[config.mk]
export PLATFORM = sky130hd
export DESIGN_NAME = mem_port_arbiter
export DESIGN_NICKNAME = d
export VERILOG_FILES = /design/src/rtl/mem_port_arbiter.sv
export SDC_FILE = /design/constraint.sdc
export NUM_CORES = 1
export LEC_CHECK = 0
export CELL_PAD_IN_SITES_DETAIL_PLACEMENT = 2
export CELL_PAD_IN_SITES_GLOBAL_PLACEMENT = 2
export CORE_MARGIN = 5
export CORE_UTILIZATION = 27
export CTS_CLUSTER_SIZE = 12
export DETAILED_ROUTE_END_ITERATION = 7
export GPL_ROUTABILITY_DRIVEN = 0
export PLACE_DENSITY = 0.95
export SLEW_MARGIN = 20
export SYNTH_ARGS = -nofsm -noshare
export SYNTH_HDL_FRONTEND = slang
export SYNTH_SLANG_ARGS = --single-unit
export TNS_END_PERCENT = 1
[constraint.sdc]
create_clock -name clk -period 3.7 [get_ports clk]
set_input_delay 0.74 -clock clk [delete_from_list [all_inputs] [get_ports clk]]
set_output_delay 0.74 -clock clk [all_outputs]
set_load 0.05 [all_outputs]
[src/rtl/mem_port_arbiter.sv]
// mem_port_arbiter
//   Two requesters share one fixed-latency memory port. Port 0 is the core's
//   data/fetch path and port 1 is a secondary master such as DMA or a debug
//   loader. A transaction is one IDLE cycle, in which requests are sampled,
//   followed by an ACCESS phase. During ACCESS the address, the write data and
//   the active strobe are held for RD_LAT cycles (read) or WR_LAT cycles (write).
//
// Ports
//   clk, reset            clock; asynchronous active-low reset
//   req/we/addr/wdata N   requester N: level request, held until gntN
//   gnt N                 one-cycle pulse, request latched and inputs free
//   done N                one-cycle pulse, transaction finished (rdataN valid)
//   rdata N               last read data of port N, held until its next read
//   busy                  high while a transaction occupies the memory port
//   mem_*                 registered memory address, data and strobes
//
// Parameters
//   AW, DW                address and data widths
//   RD_LAT, WR_LAT        strobe high time in cycles (both >= 1)
//   FIXED_PRI             0 = round-robin, 1 = port 0 always wins
module mem_port_arbiter #(
  parameter int AW        = 32,
  parameter int DW        = 32,
  parameter int RD_LAT    = 3,
  parameter int WR_LAT    = 1,
  parameter int FIXED_PRI = 0
) (
  input  logic          clk,
  input  logic          reset,
  input  logic          req0,
  input  logic          req1,
  input  logic          we0,
  input  logic          we1,
  input  logic [AW-1:0] addr0,
  input  logic [AW-1:0] addr1,
  input  logic [DW-1:0] wdata0,
  input  logic [DW-1:0] wdata1,
  output logic          gnt0,
  output logic          gnt1,
  output logic          done0,
  output logic          done1,
  output logic [DW-1:0] rdata0,
  output logic [DW-1:0] rdata1,
  output logic          busy,
  output logic [AW-1:0] mem_addr,
  output logic [DW-1:0] mem_write_data,
  output logic          mem_read,
  output logic          mem_write,
  input  logic [DW-1:0] mem_read_data
);

  localparam int MAX_LAT = (RD_LAT > WR_LAT) ? RD_LAT : WR_LAT;
  localparam int CW      = $clog2(MAX_LAT) + 1;
  localparam logic [CW-1:0] RD_LOAD = CW'(RD_LAT - 1);
  localparam logic [CW-1:0] WR_LOAD = CW'(WR_LAT - 1);

  typedef enum logic {
    IDLE   = 1'b0,
    ACCESS = 1'b1
  } state_t;

  state_t        state, state_nxt;
  logic [CW-1:0] cnt, cnt_nxt;
  logic          cur_port, cur_port_nxt;
  logic          cur_we, cur_we_nxt;
  logic          last_grant, last_grant_nxt;
  logic          gnt0_nxt, gnt1_nxt, done0_nxt, done1_nxt;
  logic [DW-1:0] rdata0_nxt, rdata1_nxt;
  logic [AW-1:0] mem_addr_nxt;
  logic [DW-1:0] mem_write_data_nxt;
  logic          mem_read_nxt, mem_write_nxt;

  // Arbitration of the requests presented in IDLE.
  logic          win_valid;
  logic          win_port;
  logic          win_we;
  logic [AW-1:0] win_addr;
  logic [DW-1:0] win_wdata;

  always_comb begin
    win_valid = req0 | req1;
    win_port  = 1'b0;
    if (req0 && req1) begin
      // Under contention round-robin hands the port to whoever did not
      // have it last; last_grant resets to 1 so port 0 wins the first clash.
      win_port = (FIXED_PRI != 0) ? 1'b0 : ~last_grant;
    end else if (req1) begin
      win_port = 1'b1;
    end
    win_we    = win_port ? we1    : we0;
    win_addr  = win_port ? addr1  : addr0;
    win_wdata = win_port ? wdata1 : wdata0;
  end

  always_comb begin
    state_nxt          = state;
    cnt_nxt            = cnt;
    cur_port_nxt       = cur_port;
    cur_we_nxt         = cur_we;
    last_grant_nxt     = last_grant;
    gnt0_nxt           = 1'b0;
    gnt1_nxt           = 1'b0;
    done0_nxt          = 1'b0;
    done1_nxt          = 1'b0;
    rdata0_nxt         = rdata0;
    rdata1_nxt         = rdata1;
    mem_addr_nxt       = mem_addr;
    mem_write_data_nxt = mem_write_data;
    mem_read_nxt       = mem_read;
    mem_write_nxt      = mem_write;

    case (state)
      IDLE: begin
        if (win_valid) begin
          state_nxt      = ACCESS;
          cur_port_nxt   = win_port;
          cur_we_nxt     = win_we;
          last_grant_nxt = win_port;
          mem_addr_nxt   = win_addr;
          if (win_we) begin
            mem_write_data_nxt = win_wdata;
          end
          mem_read_nxt  = ~win_we;
          mem_write_nxt = win_we;
          // The strobe rises with the ACCESS state, so the count starts one
          // short of the latency and the final cycle is the one at cnt == 0.
          cnt_nxt  = win_we ? WR_LOAD : RD_LOAD;
          gnt0_nxt = ~win_port;
          gnt1_nxt = win_port;
        end
      end

      ACCESS: begin
        if (cnt != '0) begin
          cnt_nxt = cnt - CW'(1);
        end else begin
          state_nxt     = IDLE;
          mem_read_nxt  = 1'b0;
          mem_write_nxt = 1'b0;
          if (!cur_we) begin
            if (cur_port) begin
              rdata1_nxt = mem_read_data;
            end else begin
              rdata0_nxt = mem_read_data;
            end
          end
          done0_nxt = ~cur_port;
          done1_nxt = cur_port;
        end
      end

      default: begin
        state_nxt = IDLE;
      end
    endcase
  end

  always_ff @(posedge clk or negedge reset) begin
    if (!reset) begin
      state          <= IDLE;
      cnt            <= '0;
      cur_port       <= 1'b0;
      cur_we         <= 1'b0;
      last_grant     <= 1'b1;
      gnt0           <= 1'b0;
      gnt1           <= 1'b0;
      done0          <= 1'b0;
      done1          <= 1'b0;
      rdata0         <= '0;
      rdata1         <= '0;
      mem_addr       <= '0;
      mem_write_data <= '0;
      mem_read       <= 1'b0;
      mem_write      <= 1'b0;
    end else begin
      state          <= state_nxt;
      cnt            <= cnt_nxt;
      cur_port       <= cur_port_nxt;
      cur_we         <= cur_we_nxt;
      last_grant     <= last_grant_nxt;
      gnt0           <= gnt0_nxt;
      gnt1           <= gnt1_nxt;
      done0          <= done0_nxt;
      done1          <= done1_nxt;
      rdata0         <= rdata0_nxt;
      rdata1         <= rdata1_nxt;
      mem_addr       <= mem_addr_nxt;
      mem_write_data <= mem_write_data_nxt;
      mem_read       <= mem_read_nxt;
      mem_write      <= mem_write_nxt;
    end
  end

  assign busy = (state == ACCESS);

endmodule
Word-level counts from Yosys, hierarchy flattened. Index checks and enable logic that the tools add are counted.

Register bits: 141. Bits in latches: 0. Memory bits (writable): 0. Bits in read-only memories: 0. Input port bits: 166. Output and inout port bits: 135. Logic and storage cells: 60. Memories kept: 0.

Add/subtract/negate cells: 1. Multiply operators: 0. Div/mod/pow operators: 0. Order comparisons: 0. Equality and inequality tests: 3. Shifts and indexed selects: 0. Multiplexer cells: 25. Bitwise logic cells: 8. Reductions and logical operators: 8.

Operators by type and width (number): $mux W32 (2); $mux W1 (16); $reduce_and A4 Y1 (2); $not A1 Y1 (7); $mux W3 (2); $pmux W1 S2 (3); $pmux W3 S2 (1); $reduce_and A2 Y1 (3); $ne A2 B2 Y1 const B (2); $reduce_and A3 Y1 (1); $reduce_bool A3 Y1 (1); $sub A3 B1 Y3 const B (1); $mux W2 (1); $ne A2 B1 Y1 const B (1); $logic_and A1 B1 Y1 (1); $or A1 B1 Y1 (1).

Depth between registers and ports, before layout. Gate-level depths: netlist of the first run.

Depth in word-level cells: 6. Depth in mapped cells: 7. Depth with buffers taken out: 6.

Worst setup path before layout of the first run. OpenSTA, ideal clock, no wires.

Path type: input to register. From: input req1. To: register mem_write_data[21]. Library setup time: 128 ps. Arrival time: 1862 ps. Data required time: 3572 ps. Slack: 1711 ps. Stages: 5. Cells stage by stage: a21boi_1 -> buf_4 -> buf_2 -> mux2_2 -> mux2_1.

Word-level cells in the longest chain between the ends: 4.

Ends and longest elaborated chain: start, declared (RTL line 31) `input logic req1,`; $mux W1 or $logic_and A1 B1 Y1 (tied branches) (RTL line 87, 83); $mux W1 (RTL line 83) `if (req0 && req1) begin`; $mux W1 (RTL line 90) `win_we = win_port ? we1 : we0;`; $reduce_and A3 Y1 (no line); end signal, assigned (RTL line 188) `mem_write_data <= mem_write_data_nxt;`; end, declared (RTL line 46) `output logic [DW-1:0] mem_write_data,`.

Parallel ways exist; a longest one is shown, timed or not. A chain may end at the register's enable or synchronous reset.

Worst setup path after layout of the first run.
From: register state (netlist: busy). To: output busy.

RTL lines: start, declared (RTL line 62) `state_t state, state_nxt;`; start signal, assigned (RTL line 176) `state <= state_nxt;`; end, declared (RTL line 44) `output logic busy,`.

No word-level cell between the ends.

==> results of run 1 <==
-- worst paths after layout --
kind                                         from           endpoint  cells past startpoint
worst max-delay path                         busy               busy                      1
worst min-delay path                        reset          rdata0[1]                      1
worst max register to register               busy       mem_addr[11]                      6
worst min register to register  mem_write_data[4]  mem_write_data[4]                      1
max in group asynchronous                   reset         rdata1[31]                      2
min in group clk                mem_write_data[4]  mem_write_data[4]                      1
-- sequential cells by signal, summed over array words and instances (netlist names) --
| register | cells |
|---|---|
| mem_addr | 32 |
| mem_write_data | 32 |
| rdata0 | 32 |
| rdata1 | 32 |
| cnt | 3 |
| busy | 1 |
| cur_port | 1 |
| cur_we | 1 |
| done0 | 1 |
| done1 | 1 |
| gnt0 | 1 |
| gnt1 | 1 |
| last_grant | 1 |
| mem_read | 1 |
| mem_write | 1 |
-- area by class of cell --
type,count,share of cell area
diodes,1,0.000257
clock buffers,17,0.0436
clock inverters,15,0.0185
inverters,38,0.0146
multi-input cells,195,0.209
flip-flops and latches,141,0.362
well taps,275,0.0353
repair buffers,308,0.317
-- cells by family after synthesis --
kind of cell	synth area share
mux	0.249
simple gates	0.0180
flops	0.605
buf+inv	0.0500
fa+ha+maj	0.00429
compound gates	0.0736
-- cells in the final DEF, fill, tap and decap left out, types with 2 or more instances in the layout --
cell | netlist | final
sky130_fd_sc_hd__clkdlybuf4s50_1 | 0 | 299
sky130_fd_sc_hd__dfrtp_1 | 140 | 140
sky130_fd_sc_hd__mux2_2 | 121 | 121
sky130_fd_sc_hd__inv_1 | 38 | 38
sky130_fd_sc_hd__a222oi_1 | 32 | 32
sky130_fd_sc_hd__clkbuf_16 | 0 | 17
sky130_fd_sc_hd__nor2_1 | 8 | 7
sky130_fd_sc_hd__mux2_1 | 7 | 7
sky130_fd_sc_hd__buf_4 | 4 | 6
sky130_fd_sc_hd__o21ai_0 | 5 | 5
sky130_fd_sc_hd__inv_8 | 0 | 5
sky130_fd_sc_hd__clkinv_4 | 0 | 3
sky130_fd_sc_hd__nand2b_1 | 2 | 2
sky130_fd_sc_hd__a21oi_1 | 2 | 2
sky130_fd_sc_hd__a21o_1 | 2 | 2
sky130_fd_sc_hd__ha_1 | 2 | 2
sky130_fd_sc_hd__bufinv_16 | 0 | 2
sky130_fd_sc_hd__inv_6 | 0 | 2
sky130_fd_sc_hd__clkinvlp_4 | 0 | 2
sky130_fd_sc_hd__buf_12 | 0 | 2
-- metal layers --
layer | global-route usage | part of all wire
met1 | 0.178 | 0.34
met2 | 0.336 | 0.56
met3 | 0.0643 | 0.092
met4 | 0.0401 | 0.013
met5 | 0 | 0
-- report_power, final --
| group | internal (W) | switching [W] |
|---|---|---|
| clock network | 0.00102 | 0.000742 |
| registers | 0.00232 | 0.000470 |
| logic | 0.00215 | 0.00374 |
-- metrics by stage --
| stage | utilization | cell area, sq um | setup WS [ps] | hold WS [ps] |
|---|---|---|---|---|
| 3_5_place_dp | 0.432 | 9140 | 586 | 486 |
| 3_3_place_gp | 0.432 | 9140 | 726 | 472 |
| 4_1_cts | 0.461 | 9740 | 915 | 422 |
| 5_1_grt | 0.461 | 9740 | 848 | 454 |
| 2_1_floorplan | - | 5830 | 1710 | 444 |
| 6_report | 0.461 | 9750 | 952 | 388 |
==> metrics, run 1 <==
area delta synth->final 67.1%; layout cells sized above 1 0.241; category of the worst setup path capture point primary output; count of instances resized after the clock tree is built 0; most repeated cell in the gate-level netlist after synthesis sky130_fd_sc_hd__dfrtp_1; maximum level of the CTS H-tree 4; Max FO, Critical Path 13; per-cell via count in the routed design 4.68; Sequential Area 0.00353 sq mm; Post-CTS Repair Setup Buffers 0; sum of negative setup slack 0 ps; critical path's largest stage delay 910 ps; result of the run finished clean; maximum number of buffers from clock root to sink 2; non-filler instance count after layout 990; Arr. time, crit path 2010 ps; TritonRoute pass-1 iters 6; post-cts hold buffer count 0; Die Height 157 microns; horizontal die dimension 157 microns; max-cap violations 0; die footprint 0.0246 sq mm; total power 0.0104 W; TritonCTS buffer count 17; number of instances in the synthesized netlist 399; cell type contributing the most total cell area after synthesis sky130_fd_sc_hd__dfrtp_1; half-perimeter wire length after placement 16,700 microns; worst-path cell chain clkdlybuf4s50_1; Synth Net Count 567; core footprint 0.0212 sq mm; area taken by multi-input logic gates 0.00203 sq mm; count of different cell masters after synthesis 30; Port Buffers 300; placement row count 53; portion of the post-synthesis area used by sequential elements 0.605; final-layout fill cell count 2,079; Reg2Reg Setup Slack 1540 ps; CTS root buf sky130_fd_sc_hd__clkbuf_16; TritonCTS clock tree built; CP max stage cell sky130_fd_sc_hd__clkdlybuf4s50_1; 1st-iter DRT viols 190; most frequently used flop master after synthesis sky130_fd_sc_hd__dfrtp_1; post-route clock skew 10.4 ps; cell class contributing the biggest share of worst-path delay buffers and inverters; ratio of final minimum period to clock period 0.743; startpoint class of the critical path flop; Yosys warning total 0; total congestion overflow after global routing 0; most instantiated cells after synthesis sky130_fd_sc_hd__dfrtp_1 (140), sky130_fd_sc_hd__mux2_2 (121), sky130_fd_sc_hd__inv_1 (38); mean instance size in the synthesized netlist 14.6 sq um; Worst Max-Slew Pin Slew 841 ps; area share of the largest cell type after synthesis 0.601; Lkg Pwr 4.11 nW; Data required, critical path 2960 ps; number of hold violations in the final report 0; fraction of registers with async set/reset 1.00; global-route wire length before repair 32,800 microns; class of the worst hold path input pin to asynchronous set/reset pin; GR Util All Layers 0.174; final-report max-slew violation count 0; latest clock arrival within the worst-skew pair 410 ps; final antenna-violating net count 0; placed cell count 957; most area-consuming cells after synthesis sky130_fd_sc_hd__dfrtp_1 (60%), sky130_fd_sc_hd__mux2_2 (23%), sky130_fd_sc_hd__a222oi_1 (5.5%); setup violators final 0; post-route minimum period 2750 ps; Peak Freq 364 MHz; maximum number of pins on one net before global-route repair 85; EDFF count, synth 0; vias 4,629; IR drop worst, VDD 463 uV; unrepaired setup endpoints after global routing false; Ports 301; total wirelength of the detailed-routed design 21,800 microns; post-CTS clock slew at the launch and capture registers of the worst setup and hold paths 70 ps; mapped cell area 0.00583 sq mm; number of clock sinks 141; detailed-route DRC error count 0; via count of the first global-routing pass 5,456; worst max-slew margin expressed relative to the limit 0.439; fin nets 869; Buf+Inv Stages, Crit Path 1; power density over the cells 1070 mW/mm^2; category of the critical setup timing path flop to primary output; number of synthesized register bits 141; average wire per cell in the routed design 22.0 microns; initial antenna violation count 0; starting utilization of the core area 0.276
Note: power is estimated with default switching activity, not from simulation.
==> run 2: changes to the inputs <==
--- a/config.mk
+++ b/config.mk
@@ -8,11 +8,11 @@
 export CELL_PAD_IN_SITES_DETAIL_PLACEMENT = 2
 export CELL_PAD_IN_SITES_GLOBAL_PLACEMENT = 2
 export CORE_MARGIN = 5
-export CORE_UTILIZATION = 27
+export CORE_UTILIZATION = 25
 export CTS_CLUSTER_SIZE = 12
 export DETAILED_ROUTE_END_ITERATION = 7
 export GPL_ROUTABILITY_DRIVEN = 0
-export PLACE_DENSITY = 0.95
+export PLACE_DENSITY = 0.92
 export SLEW_MARGIN = 20
 export SYNTH_ARGS = -nofsm -noshare
 export SYNTH_HDL_FRONTEND = slang
==> constraint.sdc (replaced) <==
create_clock -name clk -period 2.6 [get_ports clk]
set_input_delay 0.52 -clock clk [delete_from_list [all_inputs] [get_ports clk]]
set_output_delay 0.52 -clock clk [all_outputs]
set_load 0.05 [all_outputs]
==> metrics, run 2 (same netlist as run 1, synthesis figures left out) <==
post-cts hold buffer count 0; final-report max-slew violation count 0; met3 layer wire length in the routed design 1610 microns; Critical R2R Launch cnt[0]; number of antenna repair diodes 0; max-cap violations 0; length in cells of the worst reg-to-reg path 6; post-CTS clock slew at the launch and capture registers of the worst setup and hold paths 60 ps; final-layout fill cell count 2,269; core footprint 0.0228 sq mm; TritonCTS buffer count 17; die footprint 0.0265 sq mm; CTS root buf sky130_fd_sc_hd__clkbuf_16; maximum number of pins on one net before global-route repair 49; Lkg Pwr 4.13 nW; TritonRoute pass-1 iters 7; average wire per cell in the routed design 21.1 microns; area taken by multi-input logic gates 0.00203 sq mm; reg-to-reg critical path endpoint rdata1[18]; number of clock sinks 141; post-route minimum period 2160 ps; Arr. time, crit path 1640 ps; IR drop worst, VDD 645 uV; sum of negative setup slack 0 ps; total wirelength of the detailed-routed design 21,800 microns; cell class contributing the biggest share of worst-path delay buffers and inverters; via count of the first global-routing pass 5,443; class of the worst hold path input pin to asynchronous set/reset pin; worst max-slew margin expressed relative to the limit 0.599; post-route met1 wirelength 7960 microns; Peak Freq 462 MHz; highest routing layer actually used met4; routed length on met2 11,900 microns; most common cell after layout, fill and taps aside sky130_fd_sc_hd__clkdlybuf4s50_1; final setup margin 435 ps; category of the critical setup timing path flop to primary output; Worst Max-Slew Pin Slew 599 ps; setup violators final 0; Die Height 163 microns; Sequential Area 0.00353 sq mm; timing startpoint of the critical path mem_addr[7]; maximum number of buffers from clock root to sink 2; ratio of final minimum period to clock period 0.833; per-cell via count in the routed design 4.55; Reg2Reg Setup Slack 540 ps; final antenna-violating net count 0; Buf+Inv Stages, Crit Path 1; worst-path cell chain clkdlybuf4s50_1; vias 4,700; maximum level of the CTS H-tree 4; Data required, critical path 2080 ps; post-route clock skew 12.0 ps; horizontal die dimension 163 microns; initial antenna violation count 0; GR Util All Layers 0.163; 1st-iter DRT viols 264; Worst setup endpoint mem_addr[7]; total stage count of the critical path 1; CP max stage cell sky130_fd_sc_hd__clkdlybuf4s50_1; global-route wire length before repair 33,100 microns; latest clock arrival within the worst-skew pair 420 ps; count of instances resized after the clock tree is built 0; half-perimeter wire length after placement 16,800 microns; result of the run finished clean; power density over the cells 1490 mW/mm^2; commonest non-fill, non-tap cells in the layout sky130_fd_sc_hd__clkdlybuf4s50_1 (298), sky130_fd_sc_hd__dfrtp_1 (140), sky130_fd_sc_hd__mux2_2 (121); Setup WS pre-CTS 105 ps; unrepaired setup endpoints after global routing false; critical path's largest stage delay 850 ps; startpoint class of the critical path flop; starting utilization of the core area 0.256; detailed-route DRC error count 0; total congestion overflow after global routing 0; fin nets 877; placement row count 55; layout cells sized above 1 0.250; Port Buffers 300; TritonCTS clock tree built; Ports 301; Post-CTS Repair Setup Buffers 0; area delta synth->final 68.8%; category of the worst setup path capture point primary output; Max FO, Critical Path 2; number of hold violations in the final report 0
[run 2: cell type report]
type / count / area share
clock inverters: 11 / 0.00864
multi-input cells: 195 / 0.207
inverters: 38 / 0.0145
clock buffers: 20 / 0.0474
well taps: 313 / 0.0398
repair buffers: 316 / 0.325
flip-flops and latches: 141 / 0.358
[run 2: worst min path at each step]
stage | startpoint | depth (start not counted) | endpoint
2_1_floorplan | reset | 0 | busy
3_3_place_gp | mem_write_data[21] | 1 | mem_write_data[21]
3_5_place_dp | mem_write_data[29] | 1 | mem_write_data[29]
4_1_cts | reset | 1 | mem_addr[14]
5_1_grt | reset | 1 | mem_addr[19]
6_report | reset | 1 | mem_addr[19]
[run 2: routing by layer]
metal / GRT usage / vias up
met5: 0 / -
met4: 0.0461 / 0
met3: 0.0564 / 27
met2: 0.305 / 190
met1: 0.173 / 2419
li1: - / 2064
[run 2: power breakdown]
part           total (W)  switching [W]  internal (W)
combinational    0.00842        0.00532       0.00310
sequential       0.00394       0.000636       0.00330
clock            0.00230       0.000996       0.00130
[run 2: stage by stage]
step | cell area (sq um) | total power, W | util | hold slack, ps | instances
3_3_place_gp | 9290 | 0.0122 | 0.408 | 475 | 1003
6_report | 9850 | 0.0147 | 0.432 | 46.0 | 1034
2_1_floorplan | 5830 | 0.00921 | - | 224 | 399
5_1_grt | 9850 | 0.0154 | 0.432 | 58.3 | 1034
3_5_place_dp | 9290 | 0.0125 | 0.408 | 478 | 1003
4_1_cts | 9850 | 0.0149 | 0.432 | 52.8 | 1034
